--- src/rtl/imem_fetch_ctrl.sv ---
// Fetch sequencer: PC, imem addressing, 2-entry fetch buffer to decode; first word on dec_* 1 cycle after reset.
// Decode backpressure freezes PC and buffer when full; FETCH_PERF_CNT_EN adds fetch/stall counters.

module fetch_fifo #(
  parameter int WIDTH = 64,
  parameter int DEPTH = 2,
  parameter int PTR_W = (DEPTH > 1) ? $clog2(DEPTH) : 1,
  parameter int CNT_W = $clog2(DEPTH + 1)
) (
  input  logic             clk,
  input  logic             rst_n,
  input  logic             flush,
  input  logic             push,
  input  logic [WIDTH-1:0] push_dat,
  input  logic             pop,
  output logic [WIDTH-1:0] head_dat,
  output logic [CNT_W-1:0] count
);
  logic [WIDTH-1:0] mem [DEPTH];
  logic [PTR_W-1:0] wr_ptr;
  logic [PTR_W-1:0] rd_ptr;

  assign head_dat = mem[rd_ptr];

  always_ff @(posedge clk or negedge rst_n) begin
    if (!rst_n) begin
      wr_ptr <= '0;
      rd_ptr <= '0;
      count  <= '0;
      for (int i = 0; i < DEPTH; i++) mem[i] <= '0;
    end else if (flush) begin
      // Storage is left as-is; only the occupancy is discarded.
      wr_ptr <= '0;
      rd_ptr <= '0;
      count  <= '0;
    end else begin
      if (push) begin
        mem[wr_ptr] <= push_dat;
        wr_ptr      <= wr_ptr + PTR_W'(1);
      end
      if (pop) rd_ptr <= rd_ptr + PTR_W'(1);
      case ({push, pop})
        2'b10:   count <= count + CNT_W'(1);
        2'b01:   count <= count - CNT_W'(1);
        default: count <= count;
      endcase
    end
  end
endmodule

module imem_fetch_ctrl #(
  parameter int IMEM_DEPTH = 400,
  parameter int RESET_PC   = 0,
  parameter int FIFO_DEPTH = 2
) (
  input  logic        clk,
  input  logic        rst_n,
  output logic [31:0] imem_pc,
  input  logic [31:0] imem_instr,
  output logic        dec_valid,
  input  logic        dec_ready,
  output logic [31:0] dec_instr,
  output logic [31:0] dec_pc,
  input  logic        redirect_valid,
  input  logic [31:0] redirect_pc,
  input  logic        halt_req,
  output logic        halted,
  output logic        pc_fault
`ifdef FETCH_PERF_CNT_EN
  ,
  output logic [31:0] perf_fetch_cnt,
  output logic [31:0] perf_stall_cnt
`endif
);
  localparam int          CNT_W    = $clog2(FIFO_DEPTH + 1);
  localparam logic [31:0] DEPTH_W  = 32'(IMEM_DEPTH);
  localparam logic [31:0] LAST_PC  = 32'(IMEM_DEPTH - 1);
  localparam logic [31:0] START_PC = 32'(RESET_PC);

  typedef enum logic {RUN, HALT} state_t;

  typedef struct packed {
    logic [31:0] pc;
    logic [31:0] instr;
  } fetch_ent_t;

  state_t           state_q, state_d;
  logic [31:0]      pc_q, pc_d;
  logic             fault_q, fault_d;
  logic             push, pop, flush;
  logic [CNT_W-1:0] count;
  fetch_ent_t       push_ent, head_ent;

  assign imem_pc   = pc_q;
  assign push_ent  = '{pc: pc_q, instr: imem_instr};
  assign dec_valid = (count != '0);
  assign dec_instr = head_ent.instr;
  assign dec_pc    = head_ent.pc;
  assign halted    = (state_q == HALT);
  assign pc_fault  = fault_q;

  fetch_fifo #(
    .WIDTH ($bits(fetch_ent_t)),
    .DEPTH (FIFO_DEPTH),
    .CNT_W (CNT_W)
  ) u_fifo (
    .clk      (clk),
    .rst_n    (rst_n),
    .flush    (flush),
    .push     (push),
    .push_dat (push_ent),
    .pop      (pop),
    .head_dat (head_ent),
    .count    (count)
  );

  always_ff @(posedge clk or negedge rst_n) begin
    if (!rst_n) begin
      state_q <= RUN;
      pc_q    <= START_PC;
      fault_q <= 1'b0;
    end else begin
      state_q <= state_d;
      pc_q    <= pc_d;
      fault_q <= fault_d;
    end
  end

  always_comb begin
    state_d = state_q;
    pc_d    = pc_q;
    fault_d = fault_q;
    push    = 1'b0;
    pop     = 1'b0;
    flush   = 1'b0;
    if (redirect_valid) begin
      // Redirect wins over everything: drop buffered wrong-path words.
      flush = 1'b1;
      if (redirect_pc < DEPTH_W) begin
        pc_d    = redirect_pc;
        state_d = RUN;
      end else begin
        state_d = HALT;
        fault_d = 1'b1;
      end
    end else begin
      pop = dec_valid && dec_ready;
      if (state_q == RUN) begin
        if ((count < CNT_W'(FIFO_DEPTH)) || pop) begin
          push = 1'b1;
          if (pc_q == LAST_PC) state_d = HALT;
          else                 pc_d    = pc_q + 32'd1;
        end
        if (halt_req) state_d = HALT;
      end
    end
  end

`ifdef FETCH_PERF_CNT_EN
  always_ff @(posedge clk or negedge rst_n) begin
    if (!rst_n) begin
      perf_fetch_cnt <= '0;
      perf_stall_cnt <= '0;
    end else begin
      if (push) perf_fetch_cnt <= perf_fetch_cnt + 32'd1;
      if ((state_q == RUN) && !push) perf_stall_cnt <= perf_stall_cnt + 32'd1;
    end
  end
`else
  // No performance counters in this build.
`endif
endmodule
--- config.mk ---
export PLATFORM = sky130hd
export DESIGN_NAME = imem_fetch_ctrl
export DESIGN_NICKNAME = d
export VERILOG_FILES = /design/src/rtl/imem_fetch_ctrl.sv
export SDC_FILE = /design/constraint.sdc
export NUM_CORES = 1
export LEC_CHECK = 0
export BUFFER_PORTS_ARGS = -buffer_cell sky130_fd_sc_hd__clkbuf_2
export CELL_PAD_IN_SITES_DETAIL_PLACEMENT = 2
export CELL_PAD_IN_SITES_GLOBAL_PLACEMENT = 2
export CORE_ASPECT_RATIO = 0.9
export CORE_UTILIZATION = 34
export CTS_BUF_LIST = sky130_fd_sc_hd__clkbuf_2 sky130_fd_sc_hd__clkbuf_4 sky130_fd_sc_hd__clkbuf_8
export DETAILED_ROUTE_END_ITERATION = 6
export PLACE_DENSITY = 0.88
export SLEW_MARGIN = 0
export SYNTH_ARGS = -nofsm -noshare
export SYNTH_HDL_FRONTEND = slang
export SYNTH_SLANG_ARGS = --single-unit
--- constraint.sdc ---
create_clock -name clk -period 1.9 [get_ports clk]
set_input_delay 0.095 -clock clk [delete_from_list [all_inputs] [get_ports clk]]
set_output_delay 0.095 -clock clk [all_outputs]
set_load 0.03 [all_outputs]
Word-level counts from Yosys, hierarchy flattened. Index checks and enable logic that the tools add are counted.

Word-level logic and storage cells: 67. Output and inout port bits: 99. Register bits: 166. Bits of input ports: 69.

$lt $le $gt $ge: 5. Multiplexer cells: 28. Add/subtract/negate cells: 5. Reductions and logical operators: 11. Eq/ne operators: 6. Bitwise gates (word level): 4.

Operator list (count): $mux W64 (4); $mux W32 (5); $bwmux W128 (1); $demux W64 S1 (1); $add A32 B1 Y32 const B (1); $eq A32 B9 Y1 const B (1); $lt A32 B9 Y1 const B (1); $mux W1 (15); $reduce_bool A2 Y1 (4); $ge A2 B2 Y1 const B (2); $ne A2 B2 Y1 const B (2); $not A1 Y2 (2); $pmux W2 S2 (1); $reduce_and A2 Y1 (2); $reduce_and A4 Y1 (1); $reduce_bool A3 Y1 (1); $add A1 B1 Y1 const B (2); $add A2 B1 Y2 const B (1); $eq A2 B1 Y1 const B (1); $eq A2 B2 Y1 const B (1); $logic_and A1 B1 Y1 (2); $lt A2 B1 Y1 const B (1); $lt A2 B2 Y1 const B (1); $mux W2 (1); 4 further kinds (5).

Longest topological paths before layout.
Depth after elaboration: 9. Mapped depth: 8. Depth with buffers taken out: 7.

By module. From an unflattened synthesis, not the netlist that was laid out.

Cells, all modules: 631. Area total of the unflattened synthesis: 8222.9 um^2.

Modules (own cells, without submodules): fetch_fifo (instances 1, area each 6033.3 um^2, sequential area each 3303.2 um^2, cells each 359); imem_fetch_ctrl (instances 1, area each 2189.6 um^2, sequential area each 850.8 um^2, cells each 272).

Worst setup path after synthesis. No wires, ideal clock.

Kind: reg-to-reg. From: register pc_q[4], in the netlist imem_pc[4]. To: register pc_q[21], in the netlist imem_pc[21]. Cell stages (with the launch flop): 8. Data required time: 1.774 ns. Path buffers: 2. Data arrival time: 2.173 ns. Setup time: 0.126 ns. Slack: -0.399 ns. Period minus slack after synthesis: 2.299 ns. Path through: dfrtp_1 buf_4 nor4_2 nand4_1 or4_4 and2_4 buf_6 a221o_1.

Longest elaborated chain between the ends: 5. Elaborated cells on any way between the ends: 8. Classes of those cells: add/sub: 1; eq/ne: 2; mux: 4; reduce/logical: 1.

RTL lines: start: declaration (RTL line 88) `logic [31:0] pc_q, pc_d;`; start signal: assignment (RTL line 124) `pc_q <= pc_d;`; $add A32 B1 Y32 (RTL line 152) `else pc_d = pc_q + 32'd1;`; $mux W32 (RTL line 151) `if (pc_q == LAST_PC) state_d = HALT;`; $mux W32 (RTL line 149) `if ((count < CNT_W'(FIFO_DEPTH)) || pop) begin`; $mux W32 (RTL line 148) `if (state_q == RUN) begin`; $mux W32 (RTL line 136) `if (redirect_valid) begin`.

Several ways; a longest one is shown, not always the timed one. The select of a mux whose other input is x is not followed. A chain may end at the register's enable or synchronous reset.

Worst setup path in the final report.
From: register pc_q[29], in the netlist imem_pc[29]. To: register pc_q[29], in the netlist imem_pc[29].

The elaborated chain is that of the path after synthesis.

==> qor.txt <==
Status - finished with violations
Failing checks - negative setup slack
TritonCTS clock tree - built
# port buffers - 167
DR WL/cell - 26.2 µm
Detailed-route via count - 6610
Final nets - 981
Gpl congestion - 0.803
Vias in the first global route - 7581
FP Rows - 52
Adder-Cell Fraction of Synth Area - 0.00160
First-pass iteration count of the detailed router - 4
Final period util - 1.18
Syn Area/Cell - 12.7 µm²
Final WS setup - -0.334 ns
Clock Latency Late Sink - 0.49 ns
Initial antenna violation count - 0
Max Freq - 0.448 GHz
WP data arrival - 2.59 ns
Post-synth EDFFs - 0
Top cells by count, synth - mux2_2, dfrtp_1, nand2_1
DRC violation total after the first TritonRoute iteration - 343
Final min period - 2.23 ns
Layout cell share with drive strength beyond 1 - 0.617
Max cap viols - 0
Area grow syn2layout - 45.1%
Number of diodes - 0
Crit Path Class - reg2reg
CP Max Fanout - 5
HP Class - in2reg
Max clock buf depth - 2
Top cells by area, synth - dfrtp_1, mux2_2, nand2_1
Simple-gate share of the synthesized area - 0.103
TritonCTS buffer count - 17
Ys async rst share - 1.00
P_leak - 5.44 nW
Ports - 168
XOR/XNOR share of the synthesized area - 0.00112
Grt ovf - 0
Final max-slew violation count - 0
Pin count of the biggest net entering global routing - 58
Top cell type's share of synthesized area - 0.531
Hold Vio Cnt, Final - 0
Root Buffer - clkbuf_8
GRT Overall Usage - 0.255
RSZ-0062 raised after global routing - true
H-tree depth - 4
Global-route wire length before repair - 45300 µm
Post-DRT Antenna Nets - 0
Register area share after synthesis - 0.531
PD cells - 632 nW/µm²
Via-to-Cell Ratio - 5.41
Placed inst area - 9850 µm²
Synth warn - 0
Die X - 162 µm
DRT Wirelength - 32000 µm
Die area - 23600 µm²
Hold_ws - 0.0684 ns
Synth Cell Area - 7820 µm²
#FFs+latches synth - 166
Clock transition at path regs - 0.10 ns
Core area - 22500 µm²
Syn Nets - 688
Worst Setup Start Kind - flop
Final Skew - 0.0173 ns
DP HPWL - 18600 µm
R2r setup slk - -0.33 ns
Final setup fails - 32
Worst slew pin tran - 0.600 ns
Rel. slew slack - 0.600
Worst endpoint required time - 2.26 ns
Complex-gate fraction of the synthesized area - 0.0595
Distinct cells, synth - 54
Post-synth top area cell - dfrtp_1
CTS Sinks - 166
Die Height - 146 µm
Initial core utilization - 0.347
Prevailing post-synth register cell - dfrtp_1
Largest family of logic cells by synthesized area - multiplexers
Worst vdd ir - 0.358 mV
Cells after Synth - 618
Design area - 11300 µm²
Tot Pwr - 7.17 mW
CP Capture Type - flop
Drc violations - 0
Fraction of synthesized area in multiplexers - 0.277
Count leader, synth - mux2_2
[what timing repair did]
action / CTS / global route
pin swaps: 14 / 13
hold buffers: 42 / 0
setup endpoints to repair: 56 / 114
endpoints found under the hold margin: 126 / 0
resized for setup: 44 / 49
buffers inserted: 9 / 11
gates cloned: 4 / 4
[final timing paths]
path,startpoint,end,depth (start not counted)
worst min-delay path,redirect_valid,u_fifo.count[1],3
worst min register to register,pc_fault,pc_fault,1
max in group asynchronous,rst_n,imem_pc[11],3
worst max register to register,imem_pc[29],imem_pc[29],7
min in group asynchronous,rst_n,u_fifo.mem[77],2
worst max-delay path,imem_pc[29],imem_pc[29],7
[state kept, by name, summed over array words and instances, names as in the netlist]
| register | flops |
|---|---|
| u_fifo.wr_ptr | 1 |
| u_fifo.count | 2 |
| u_fifo.rd_ptr | 1 |
| halted | 1 |
| pc_fault | 1 |
| u_fifo.mem | 128 |
| imem_pc | 32 |
[metal layers]
layer  part of all wire  GRT usage
met1               0.40      0.303
met2               0.53      0.456
met3              0.043     0.0584
met4              0.020     0.0755
met5                  0          0
[cell families (layout without fill, tap and decap cells)]
| logic type | count (synthesis) | after routing |
|---|---|---|
| muxes | 193 | 193 |
| adders and majority gates | 1 | 1 |
| xor gates and xnor gates | 1 | 1 |
| AOI/OAI and AO/OA | 69 | 69 |
| DFF | 166 | 166 |
| buffers and inverters | 43 | 348 |
| and+or+nand+nor | 145 | 146 |
[worst max-delay path: stages (launching register included)]
cell     delay (ns)
dfrtp_1        0.43
nor4_4         0.33
nand4_1        0.18
or4_4          0.56
o21a_2         0.19
buf_4          0.16
a21oi_2        0.17
nor3_1         0.09
[power breakdown]
group | total (mW) | internal, mW | switching (mW)
Combinational | 0.837 | 0.359 | 0.478
Sequential | 3.69 | 3.63 | 0.0670
Clock | 2.64 | 0.983 | 1.65
[cell usage in the layout, fill, tap and decap left out, types with 5 or more instances in the layout]
cell           count
nand4_1            9
buf_4             74
nand2_4            5
buf_6             14
dfrtp_2           13
dfrtp_1          153
nor4_1             7
a21oi_1            9
mux2_4            64
dlygate4sd3_1     42
clkbuf_8          17
nor2_1            21
nand3_1           14
nand2_1           21
nor3_1            16
and3_1             8
buf_12            11
mux2_2           126
o21ai_0            8
o21ai_1            6
clkbuf_2         166
[layout make-up]
cell class	count	area (µm²)
well taps	297	372
flip-flops and latches	166	4170
repair buffers	313	2340
clock inverters	15	159
clock buffers	17	234
multi-input cells	410	4060
inverters	3	11.3
fillers	2187	11200
[metrics by stage]
step / utilization / cells / setup TNS [ns] / setup slack [ns]
after global placement: 0.438 / 1121 / -4.53 / -0.211
after global routing: 0.504 / 1221 / -9.60 / -0.396
after detailed placement: 0.438 / 1121 / -6.96 / -0.333
after CTS: 0.488 / 1208 / -6.08 / -0.263
final: 0.504 / 1221 / -8.11 / -0.334
after floorplan: - / 618 / -19.18 / -0.284
Note: power is estimated with default switching activity, not from simulation.
